$ cat config.mk
export PLATFORM = sky130hd
export DESIGN_NAME = fetch_ctrl_flat
export DESIGN_NICKNAME = d
export VERILOG_FILES = /design/src/rtl/fetch_pkg.sv /design/src/rtl/fetch_ctrl_if.sv /design/src/rtl/fetch_slot_buf.sv /design/src/rtl/fetch_ctrl.sv /design/src/flat_wrapper.sv
export SDC_FILE = /design/constraint.sdc
export NUM_CORES = 1
export LEC_CHECK = 0
export BUFFER_PORTS_ARGS = -buffer_cell sky130_fd_sc_hd__buf_2
export CAP_MARGIN = 20
export CORE_ASPECT_RATIO = 0.75
export CORE_MARGIN = 5
export CORE_UTILIZATION = 30
export DETAILED_ROUTE_END_ITERATION = 8
export MAX_ROUTING_LAYER = met4
export PLACE_DENSITY = 0.46
export SYNTH_ARGS = -nofsm -noshare
export SYNTH_HDL_FRONTEND = slang
export SYNTH_SLANG_ARGS = --single-unit
$ cat constraint.sdc
create_clock -name clk -period 18.38 [get_ports clk]
set_input_delay 3.676 -clock clk [delete_from_list [all_inputs] [get_ports clk]]
set_output_delay 3.676 -clock clk [all_outputs]
set_load 0.01 [all_outputs]
$ cat src/rtl/fetch_pkg.sv
// Shared constants and occupancy encoding for the fetch sequencer.
package fetch_pkg;

   localparam logic [31:0] INSTR_NOP        = 32'h0000_0013;
   localparam logic [31:0] RESET_PC_DEFAULT = 32'h0000_0000;

   // Number of valid entries in the output/skid store.
   typedef enum logic [1:0] {
      OccEmpty = 2'd0,
      OccOne   = 2'd1,
      OccTwo   = 2'd2
   } occ_e;

endpackage

$ cat src/rtl/fetch_ctrl_if.sv
// Fetch sequencer bus: instruction-memory port, execute redirect and decode handshake.
interface fetch_ctrl_if;

   logic        imem_en;
   logic [31:0] imem_addr;
   logic [31:0] imem_rdata;
   logic        redirect_valid;
   logic [31:0] redirect_pc;
   logic [31:0] instr;
   logic [31:0] pc_out;
   logic        instr_valid;
   logic        instr_ready;
   logic        misalign_trap;

   modport master (
      output imem_en, imem_addr, instr, pc_out, instr_valid, misalign_trap,
      input  imem_rdata, redirect_valid, redirect_pc, instr_ready
   );

   modport slave (
      input  imem_en, imem_addr, instr, pc_out, instr_valid, misalign_trap,
      output imem_rdata, redirect_valid, redirect_pc, instr_ready
   );

endinterface

$ cat src/rtl/fetch_slot_buf.sv
// Two-entry output/skid store: routes memory responses, shifts skid forward on accept, flushes.
module fetch_slot_buf
   import fetch_pkg::*;
#(
   parameter logic [31:0] RESET_PC = RESET_PC_DEFAULT
) (
   input  logic        clk,
   input  logic        reset,
   input  logic        flush_i,
   input  logic        push_i,
   input  logic [31:0] push_instr_i,
   input  logic [31:0] push_pc_i,
   input  logic        pop_i,
   output logic        out_valid_o,
   output logic        sk_valid_o,
   output logic [31:0] out_instr_o,
   output logic [31:0] out_pc_o
);

   occ_e        state_q, state_d;
   logic [31:0] out_instr_q, out_instr_d;
   logic [31:0] out_pc_q, out_pc_d;
   logic [31:0] sk_instr_q, sk_instr_d;
   logic [31:0] sk_pc_q, sk_pc_d;

   always_ff @(posedge clk or posedge reset) begin
      if (reset) begin
         state_q     <= OccEmpty;
         out_instr_q <= INSTR_NOP;
         out_pc_q    <= RESET_PC;
         sk_instr_q  <= INSTR_NOP;
         sk_pc_q     <= RESET_PC;
      end else begin
         state_q     <= state_d;
         out_instr_q <= out_instr_d;
         out_pc_q    <= out_pc_d;
         sk_instr_q  <= sk_instr_d;
         sk_pc_q     <= sk_pc_d;
      end
   end

   always_comb begin
      state_d     = state_q;
      out_instr_d = out_instr_q;
      out_pc_d    = out_pc_q;
      sk_instr_d  = sk_instr_q;
      sk_pc_d     = sk_pc_q;
      if (flush_i) begin
         state_d = OccEmpty;
      end else begin
         unique case (state_q)
            OccEmpty: begin
               if (push_i) begin
                  out_instr_d = push_instr_i;
                  out_pc_d    = push_pc_i;
                  state_d     = OccOne;
               end
            end
            OccOne: begin
               if (push_i && pop_i) begin
                  out_instr_d = push_instr_i;
                  out_pc_d    = push_pc_i;
               end else if (push_i) begin
                  sk_instr_d = push_instr_i;
                  sk_pc_d    = push_pc_i;
                  state_d    = OccTwo;
               end else if (pop_i) begin
                  state_d = OccEmpty;
               end
            end
            OccTwo: begin
               // Issue is blocked while full, so a push here always pairs with a pop.
               if (pop_i) begin
                  out_instr_d = sk_instr_q;
                  out_pc_d    = sk_pc_q;
                  if (push_i) begin
                     sk_instr_d = push_instr_i;
                     sk_pc_d    = push_pc_i;
                  end else begin
                     state_d = OccOne;
                  end
               end
            end
            default: state_d = OccEmpty;
         endcase
      end
   end

   assign out_valid_o = (state_q != OccEmpty);
   assign sk_valid_o  = (state_q == OccTwo);
   assign out_instr_o = out_instr_q;
   assign out_pc_o    = out_pc_q;

endmodule

$ cat src/rtl/fetch_ctrl.sv
// Fetch sequencer: owns fetch PC, issues imem reads, applies redirects.
// Define FETCH_MISALIGN_TRAP_EN to trap on misaligned redirect targets instead of aligning them.
module fetch_ctrl
   import fetch_pkg::*;
#(
   parameter logic [31:0] RESET_PC = RESET_PC_DEFAULT
) (
   input logic          clk,
   input logic          reset,
   fetch_ctrl_if.master bus
);

   logic [31:0] fetch_pc_q, fetch_pc_d;
   logic        req_q, req_d;
   logic [31:0] req_pc_q, req_pc_d;
   logic        out_valid, sk_valid;
   logic        redir, misaligned, trap_q;
   logic        fire, issue;
   logic [31:0] redir_tgt;
   logic [1:0]  count_next;

   assign redir     = bus.redirect_valid & ~reset;
   assign redir_tgt = bus.redirect_pc & 32'hFFFF_FFFC;

`ifdef FETCH_MISALIGN_TRAP_EN
   logic trap_d;

   assign misaligned = redir & (bus.redirect_pc[1:0] != 2'b00);

   always_comb begin
      trap_d = trap_q;
      if (misaligned) begin
         trap_d = 1'b1;
      end else if (redir) begin
         trap_d = 1'b0;
      end
   end

   always_ff @(posedge clk or posedge reset) begin
      if (reset) begin
         trap_q <= 1'b0;
      end else begin
         trap_q <= trap_d;
      end
   end
`else
   assign misaligned = 1'b0;
   assign trap_q     = 1'b0;
`endif

   // Redirect masks the offered word combinationally so decode never takes a wrong-path word.
   assign bus.instr_valid   = out_valid & ~redir;
   assign bus.misalign_trap = trap_q;
   assign fire              = bus.instr_valid & bus.instr_ready;
   assign count_next        = {1'b0, out_valid} + {1'b0, sk_valid} + {1'b0, req_q} - {1'b0, fire};
   assign issue             = ~reset & ~trap_q & ~redir & (count_next < 2'd2);

   always_comb begin
      bus.imem_en   = issue;
      bus.imem_addr = fetch_pc_q;
      fetch_pc_d    = fetch_pc_q;
      req_pc_d      = req_pc_q;
      if (redir && !misaligned) begin
         bus.imem_en   = 1'b1;
         bus.imem_addr = redir_tgt;
         fetch_pc_d    = redir_tgt + 32'd4;
         req_pc_d      = redir_tgt;
      end else if (issue) begin
         fetch_pc_d = fetch_pc_q + 32'd4;
         req_pc_d   = fetch_pc_q;
      end
   end

   assign req_d = bus.imem_en;

   always_ff @(posedge clk or posedge reset) begin
      if (reset) begin
         fetch_pc_q <= RESET_PC;
         req_q      <= 1'b0;
         req_pc_q   <= RESET_PC;
      end else begin
         fetch_pc_q <= fetch_pc_d;
         req_q      <= req_d;
         req_pc_q   <= req_pc_d;
      end
   end

   fetch_slot_buf #(
      .RESET_PC(RESET_PC)
   ) u_slot_buf (
      .clk         (clk),
      .reset       (reset),
      .flush_i     (redir),
      .push_i      (req_q),
      .push_instr_i(bus.imem_rdata),
      .push_pc_i   (req_pc_q),
      .pop_i       (fire),
      .out_valid_o (out_valid),
      .sk_valid_o  (sk_valid),
      .out_instr_o (bus.instr),
      .out_pc_o    (bus.pc_out)
   );

endmodule

$ cat src/flat_wrapper.sv
// flat-port wrapper written by rule: the top's interface ports become plain ports
module fetch_ctrl_flat import fetch_pkg::*;
#(
   parameter logic [31:0] RESET_PC = RESET_PC_DEFAULT
)
  (clk, reset, bus_imem_en, bus_imem_addr, bus_instr, bus_pc_out, bus_instr_valid, bus_misalign_trap, bus_imem_rdata, bus_redirect_valid, bus_redirect_pc, bus_instr_ready);
  fetch_ctrl_if bus_i ();
  input logic clk;
  input logic reset;
  output wire logic [$bits(bus_i.imem_en)-1:0] bus_imem_en;
  output wire logic [$bits(bus_i.imem_addr)-1:0] bus_imem_addr;
  output wire logic [$bits(bus_i.instr)-1:0] bus_instr;
  output wire logic [$bits(bus_i.pc_out)-1:0] bus_pc_out;
  output wire logic [$bits(bus_i.instr_valid)-1:0] bus_instr_valid;
  output wire logic [$bits(bus_i.misalign_trap)-1:0] bus_misalign_trap;
  input wire logic [$bits(bus_i.imem_rdata)-1:0] bus_imem_rdata;
  input wire logic [$bits(bus_i.redirect_valid)-1:0] bus_redirect_valid;
  input wire logic [$bits(bus_i.redirect_pc)-1:0] bus_redirect_pc;
  input wire logic [$bits(bus_i.instr_ready)-1:0] bus_instr_ready;
  assign bus_imem_en = bus_i.imem_en;
  assign bus_imem_addr = bus_i.imem_addr;
  assign bus_instr = bus_i.instr;
  assign bus_pc_out = bus_i.pc_out;
  assign bus_instr_valid = bus_i.instr_valid;
  assign bus_misalign_trap = bus_i.misalign_trap;
  assign bus_i.imem_rdata = bus_imem_rdata;
  assign bus_i.redirect_valid = bus_redirect_valid;
  assign bus_i.redirect_pc = bus_redirect_pc;
  assign bus_i.instr_ready = bus_instr_ready;
  fetch_ctrl #(.RESET_PC(RESET_PC)) u_core (.clk(clk), .reset(reset), .bus(bus_i));
endmodule
==> results of run 1 <==
[layout by cell type, fill, tap and decap left out, types with 6 or more instances in the layout]
cell type / instances
a21oi_1: 7
nand4_1: 6
nand3_1: 6
mux2_2: 98
xor2_1: 6
xnor2_1: 19
dfrtp_1: 181
buf_2: 159
clkbuf_16: 17
and3_1: 14
o21ai_0: 82
dfstp_2: 6
nand2_1: 198
mux2i_1: 73
o21ai_1: 6
nor2_1: 12
buf_4: 7
[flip-flops by register name, summed over array words and instances, names as in the netlist]
name                           flops
u_core.fetch_pc_q                 30
u_core.req_pc_q                   30
u_core.req_q                       1
u_core.u_slot_buf.out_instr_o     32
u_core.u_slot_buf.out_pc_o        30
u_core.u_slot_buf.sk_instr_q      32
u_core.u_slot_buf.sk_pc_q         30
u_core.u_slot_buf.state_q          2
[how the worst max path moves through the flow]
stage	start	to	slack (ns)	cells after the start
2_1_floorplan	bus_redirect_valid	bus_imem_en	8.59	15
3_3_place_gp	reset	bus_imem_en	8.06	13
3_5_place_dp	reset	bus_imem_en	8.06	13
4_1_cts	reset	bus_imem_en	8.04	13
5_1_grt	reset	bus_imem_en	7.85	13
6_report	reset	bus_imem_en	8.12	13
[worst max-delay path: cells and delay by family]
family	cells	cell delay, ns
buffers and inverters	5	1.45
adder cells (fa/ha/maj)	2	0.53
AO/OA/AOI/OAI	2	0.31
XOR/XNOR	1	0.18
AND/OR/NAND/NOR	3	0.40
[power by group through the flow]
stage	sequential, W	combinational [W]	clock [W]
after floorplan	0.000731	0.000332	0
after detailed placement	0.000729	0.000549	0
final	0.000718	0.000533	0.000364
after global placement	0.000723	0.000541	0
after global routing	0.000747	0.000602	0.000398
after CTS	0.000721	0.000550	0.000381
[final cells by class]
cell class                      instances  area, um2
Clock buffer                           18        429
Clock inverter                         14        136
Fill cell                            3076      19200
Inverter                                5       26.3
Multi-Input combinational cell        587       4090
Sequential cell                       187       4690
Tap cell                              399        499
Timing Repair Buffer                  166        848
[through the flow]
| stage | total power, W | setup WS (ns) |
|---|---|---|
| 2_1_floorplan | 0.00106 | 8.59 |
| 3_3_place_gp | 0.00126 | 8.06 |
| 3_5_place_dp | 0.00128 | 8.06 |
| 4_1_cts | 0.00165 | 8.04 |
| 5_1_grt | 0.00175 | 7.85 |
| 6_report | 0.00162 | 8.12 |
[per-layer routing]
layer,track usage,wire (um),vias to the layer above
li1,-,-,3115
met5,-,0,-
met3,0.0432,1250,13
met4,0.0347,286,0
met2,0.211,10400,103
met1,0.198,11300,3117
[kinds of logic (layout without fill, tap and decap cells)]
group | count (synthesis) | after routing | synth area share
simple gates | 264 | 264 | 0.132
compound gates | 110 | 110 | 0.0678
xor+xnor | 25 | 25 | 0.0243
fa+ha+maj | 3 | 3 | 0.00417
buf+inv | 56 | 203 | 0.0317
other cells | 1 | 5 | 0.000416
mux | 180 | 180 | 0.219
flops | 187 | 187 | 0.520
==> reports/qor.yml, run 1 <==
hold_violations: 0
seq_area_frac_synth: 0.520
avgViaCountPerCell: 4.61
timing.hold.ws_ns: 0.474
ir_worst_vdd_mv: 0.0651
rr_startpoint: "u_core.u_slot_buf.state_q[0]"
synthTopCellsByArea: "dfrtp_1, mux2_2, nand2_1"
dr.pass1.iters: 4
postRouteWirelength_mm: 23.2
synth_top_area_frac: 0.503
crit_type: "input pin to primary output"
start_util: 0.302
die_h_um: 160
drc: 0
path_max_fanout: 60
outcome: "finished, final reports clean"
max_stage_delay_ns: 0.48
power.density_mw_per_mm2: 151
crit_chain: "buf_2, nor2b_4, nor2_1, and2_1, ha_1, inv_1, ha_1, a21oi_1, xnor2_1, a21o_1, buf_4, inv_2, buf_2"
power.share.sequential: 0.445
setup_viol_count_final: 0
maxSlewHeadroom: 0.391
die_area_mm2: 0.0336
grt_pass1_vias: 6432
fin_crit_ns: 10.26
min_from: "u_core.u_slot_buf.out_instr_o[6]"
rsz0062_at_grt: "false"
finalWeightedCongestion: 0.771
switchingPower_w: 0.000578
reg2reg_slack_ns: 14.82
final_cells: 1376
yosysWarnings: 0
end_kind: "primary output"
path_clk_slew_ns: 0.06
post_cts_resized: 0
diodes: 0
grt_pass1_wl_mm: 37.2
die_w_um: 210
drive_above_1_share: 0.337
grt_max_degree: 129
yosysTopAreaCell: "dfrtp_1"
groute.usage.overall: 0.145
synth_area_mm2: 0.00900
tritoncts: "built"
fin_tns_setup_ns: 0
synth.distinct_cells: 49
htreeDepth: 4
worstHoldPathType: "register to register"
core_mm2: 0.0299
antenna_found_initial: 0
area_growth_pct: 19.0
row_count: 55
final_area_mm2: 0.0107
async_flop_share: 1.00
clock-root-buffer: "clkbuf_16"
dp_cells: 1344
synth_common_cells: "nand2_1, dfrtp_1, mux2_2, o21ai_0, mux2i_1"
fmax_mhz: 97.5
post-synth-top-count-cell: "nand2_1"
cts_setup_buffers: 0
via_count: 6348
ys.flop_type: "dfrtp_1"
cap_violations: 0
numPortBuffers: 159
start_kind: "input pin"
hold_buffers: 0
drt_iter0_markers: 314
min_to: "u_core.u_slot_buf.out_instr_o[6]"
numCtsBuffers: 17
arrival_ns: 6.58
clkLatencyLatePin_ns: 0.44
dpl-instance-area_mm2: 0.0101
clock_skew_ns: 0.0120
power_frac_comb: 0.330
drtAntennaViolNets: 0
fin_nets: 1035
clock_path_buffers: 2
clkPwrFrac: 0.226
internal-power_w: 0.00104
slowest_stage: "buf_4"
tightestPinTransition_ns: 0.914
period_share: 0.558
utilization: 0.359
wl_per_cell_um: 16.9
syn_inst: 826
ys_ff_latch: 187
swShare: 0.358
worstReg2RegEnd: "u_core.req_pc_q[29]"
leakage_nw: 5.14
synth_edf_count: 0
ios: 167
holdPathStages: 2
clock_sinks: 187
slew_violations: 0
syn_area_per_cell_um2: 10.9
dp_hpwl_mm: 15.9
cp.required_ns: 14.70
r2r_cells: 12
globalRoute.totalOverflow: 0
Note: power is estimated with default switching activity, not from simulation.
==> inputs of run 2 (changes only) <==
--- a/config.mk
+++ b/config.mk
@@ -12,7 +12,7 @@
 export CORE_UTILIZATION = 30
 export DETAILED_ROUTE_END_ITERATION = 8
 export MAX_ROUTING_LAYER = met4
-export PLACE_DENSITY = 0.46
+export PLACE_DENSITY = 0.48
 export SYNTH_ARGS = -nofsm -noshare
 export SYNTH_HDL_FRONTEND = slang
 export SYNTH_SLANG_ARGS = --single-unit
==> constraint.sdc (replaced) <==
create_clock -name clk -period 9.3 [get_ports clk]
set_input_delay 1.86 -clock clk [delete_from_list [all_inputs] [get_ports clk]]
set_output_delay 1.86 -clock clk [all_outputs]
set_load 0.01 [all_outputs]
==> reports/qor.yml, run 2 (synthesis gave the netlist of run 1 again) <==
avgViaCountPerCell: 4.57  # was 4.61
drtAntennaViolNets: 0  # unchanged
via_count: 6302  # was 6348
die_w_um: 210  # unchanged
clock_path_buffers: 2  # unchanged
diodes: 0  # unchanged
start_kind: "input pin"  # unchanged
power.density_mw_per_mm2: 304  # was 151 mW/mm2
clkLatencyLatePin_ns: 0.43  # was 0.44 ns
cap_violations: 0  # unchanged
arrival_ns: 4.17  # was 6.58 ns
area_growth_pct: 20.2  # was 19.0%
hold_buffers: 0  # unchanged
dr.pass1.iters: 4  # unchanged
fin_tns_setup_ns: 0  # unchanged
rsz0062_at_grt: "false"  # unchanged
die_h_um: 160  # unchanged
tritoncts: "built"  # unchanged
fmax_mhz: 166
setup_ws_ns: 3.27  # was 8.12 ns
drt_iter0_markers: 347  # was 314
cp.required_ns: 7.44  # was 14.70 ns
worstHoldPathType: "register to register"  # unchanged
clock_sinks: 187  # unchanged
outcome: "finished, final reports clean"  # unchanged
maxSlewHeadroom: 0.403  # was 0.391
grt_pass1_vias: 6446  # was 6432
grt_pass1_wl_mm: 37.8  # was 37.2 mm
crit_type: "input pin to primary output"  # unchanged
post_cts_resized: 0  # unchanged
antenna_found_initial: 0  # unchanged
multi_input_area_mm2: 0.00409  # unchanged
groute.usage.overall: 0.146  # was 0.145
htreeDepth: 4  # unchanged
die_area_mm2: 0.0336  # unchanged
final_common_cell: "nand2_1"  # unchanged
fill_cells: 3046  # was 3076
globalRoute.totalOverflow: 0  # unchanged
ir_worst_vdd_mv: 0.137  # was 0.0651 mV
period_share: 0.648
reg2reg_slack_ns: 6.00  # was 14.82 ns
cts_setup_buffers: 0  # unchanged
final_cell_mix: "nand2_1, dfrtp_1, buf_2"  # unchanged
drc: 0  # unchanged
fin_crit_ns: 6.03
clock-root-buffer: "clkbuf_16"  # unchanged
wl_per_cell_um: 16.9  # about the same
pre_cts_slack_ns: 3.24  # was 8.06 ns
drive_above_1_share: 0.339  # was 0.337
leakage_nw: 5.20  # was 5.14 nW
seq_area_mm2: 0.00469  # unchanged
end_kind: "primary output"  # unchanged
path_clk_slew_ns: 0.07  # was 0.06 ns
core_mm2: 0.0299  # unchanged
slew_violations: 0  # unchanged
path_max_fanout: 60  # unchanged
grt_max_degree: 125  # was 129
hold_violations: 0  # unchanged
numPortBuffers: 159  # unchanged
clock_skew_ns: 0.00692  # was 0.0120 ns
row_count: 55  # unchanged
ios: 167  # unchanged
dp_hpwl_mm: 15.7  # was 15.9 mm
tightestPinTransition_ns: 0.895  # was 0.914 ns
numCtsBuffers: 17  # unchanged
fin_nets: 1037  # was 1035
finalWeightedCongestion: 0.772  # was 0.771
start_util: 0.302  # unchanged
postRouteWirelength_mm: 23.4  # was 23.2 mm
setup_viol_count_final: 0  # unchanged
==> run 2: routing by layer <==
layer / track usage / vias up / part of all wire
met4: 0.0222 / 0 / 0.0049
met3: 0.0412 / 6 / 0.048
met1: 0.212 / 3078 / 0.51
met5: - / - / 0
li1: - / 3116 / -
met2: 0.209 / 102 / 0.44
==> run 2: final timing paths <==
| check | start | endpoint | cells after the start |
|---|---|---|---|
| min in group asynchronous | reset | u_core.fetch_pc_q[21] | 2 |
| hold reg to reg | u_core.u_slot_buf.out_instr_o[7] | u_core.u_slot_buf.out_instr_o[7] | 2 |
| setup / recovery | reset | bus_imem_en | 13 |
| hold / removal | u_core.u_slot_buf.out_instr_o[7] | u_core.u_slot_buf.out_instr_o[7] | 2 |
| setup reg to reg | u_core.u_slot_buf.state_q[1] | u_core.req_pc_q[29] | 13 |
| max in group asynchronous | reset | u_core.req_pc_q[9] | 3 |
==> run 2: report_power, final <==
part           switching [W]  internal, W  leakage (nW)
logic               0.000576     0.000488          2.56
clock network       0.000344     0.000457         0.307
registers           0.000227      0.00120          2.33
total                0.00115      0.00214          5.20
==> run 2: worst max-delay path, stage by stage <==
cell     delay [ns]
buf_2          0.16
nor2b_4        0.15
nor2_1         0.07
and2_1         0.16
ha_1           0.27
inv_1          0.04
ha_1           0.26
a21oi_1        0.15
xnor2_1        0.17
a21o_1         0.15
buf_4          0.47
inv_2          0.07
buf_2          0.16
==> run 2: layout make-up <==
class | count | share of cell area
clock buffers | 17 | 0.0393
clock inverters | 15 | 0.0193
inverters | 5 | 0.00243
multi-input cells | 587 | 0.377
flip-flops and latches | 187 | 0.433
well taps | 399 | 0.0461
repair buffers | 168 | 0.0827
==> run 2: per-stage QoR <==
stage | utilization | hold WS (ns) | instances | instance area (um2) | power (W)
floorplan | - | 0.448 | 830 | 9020 | 0.00210
global placement | 0.340 | 0.458 | 1344 | 10100 | 0.00250
detailed placement | 0.340 | 0.466 | 1344 | 10100 | 0.00253
CTS | 0.361 | 0.482 | 1376 | 10800 | 0.00335
global route | 0.363 | 0.503 | 1378 | 10800 | 0.00355
finish | 0.363 | 0.472 | 1378 | 10800 | 0.00329
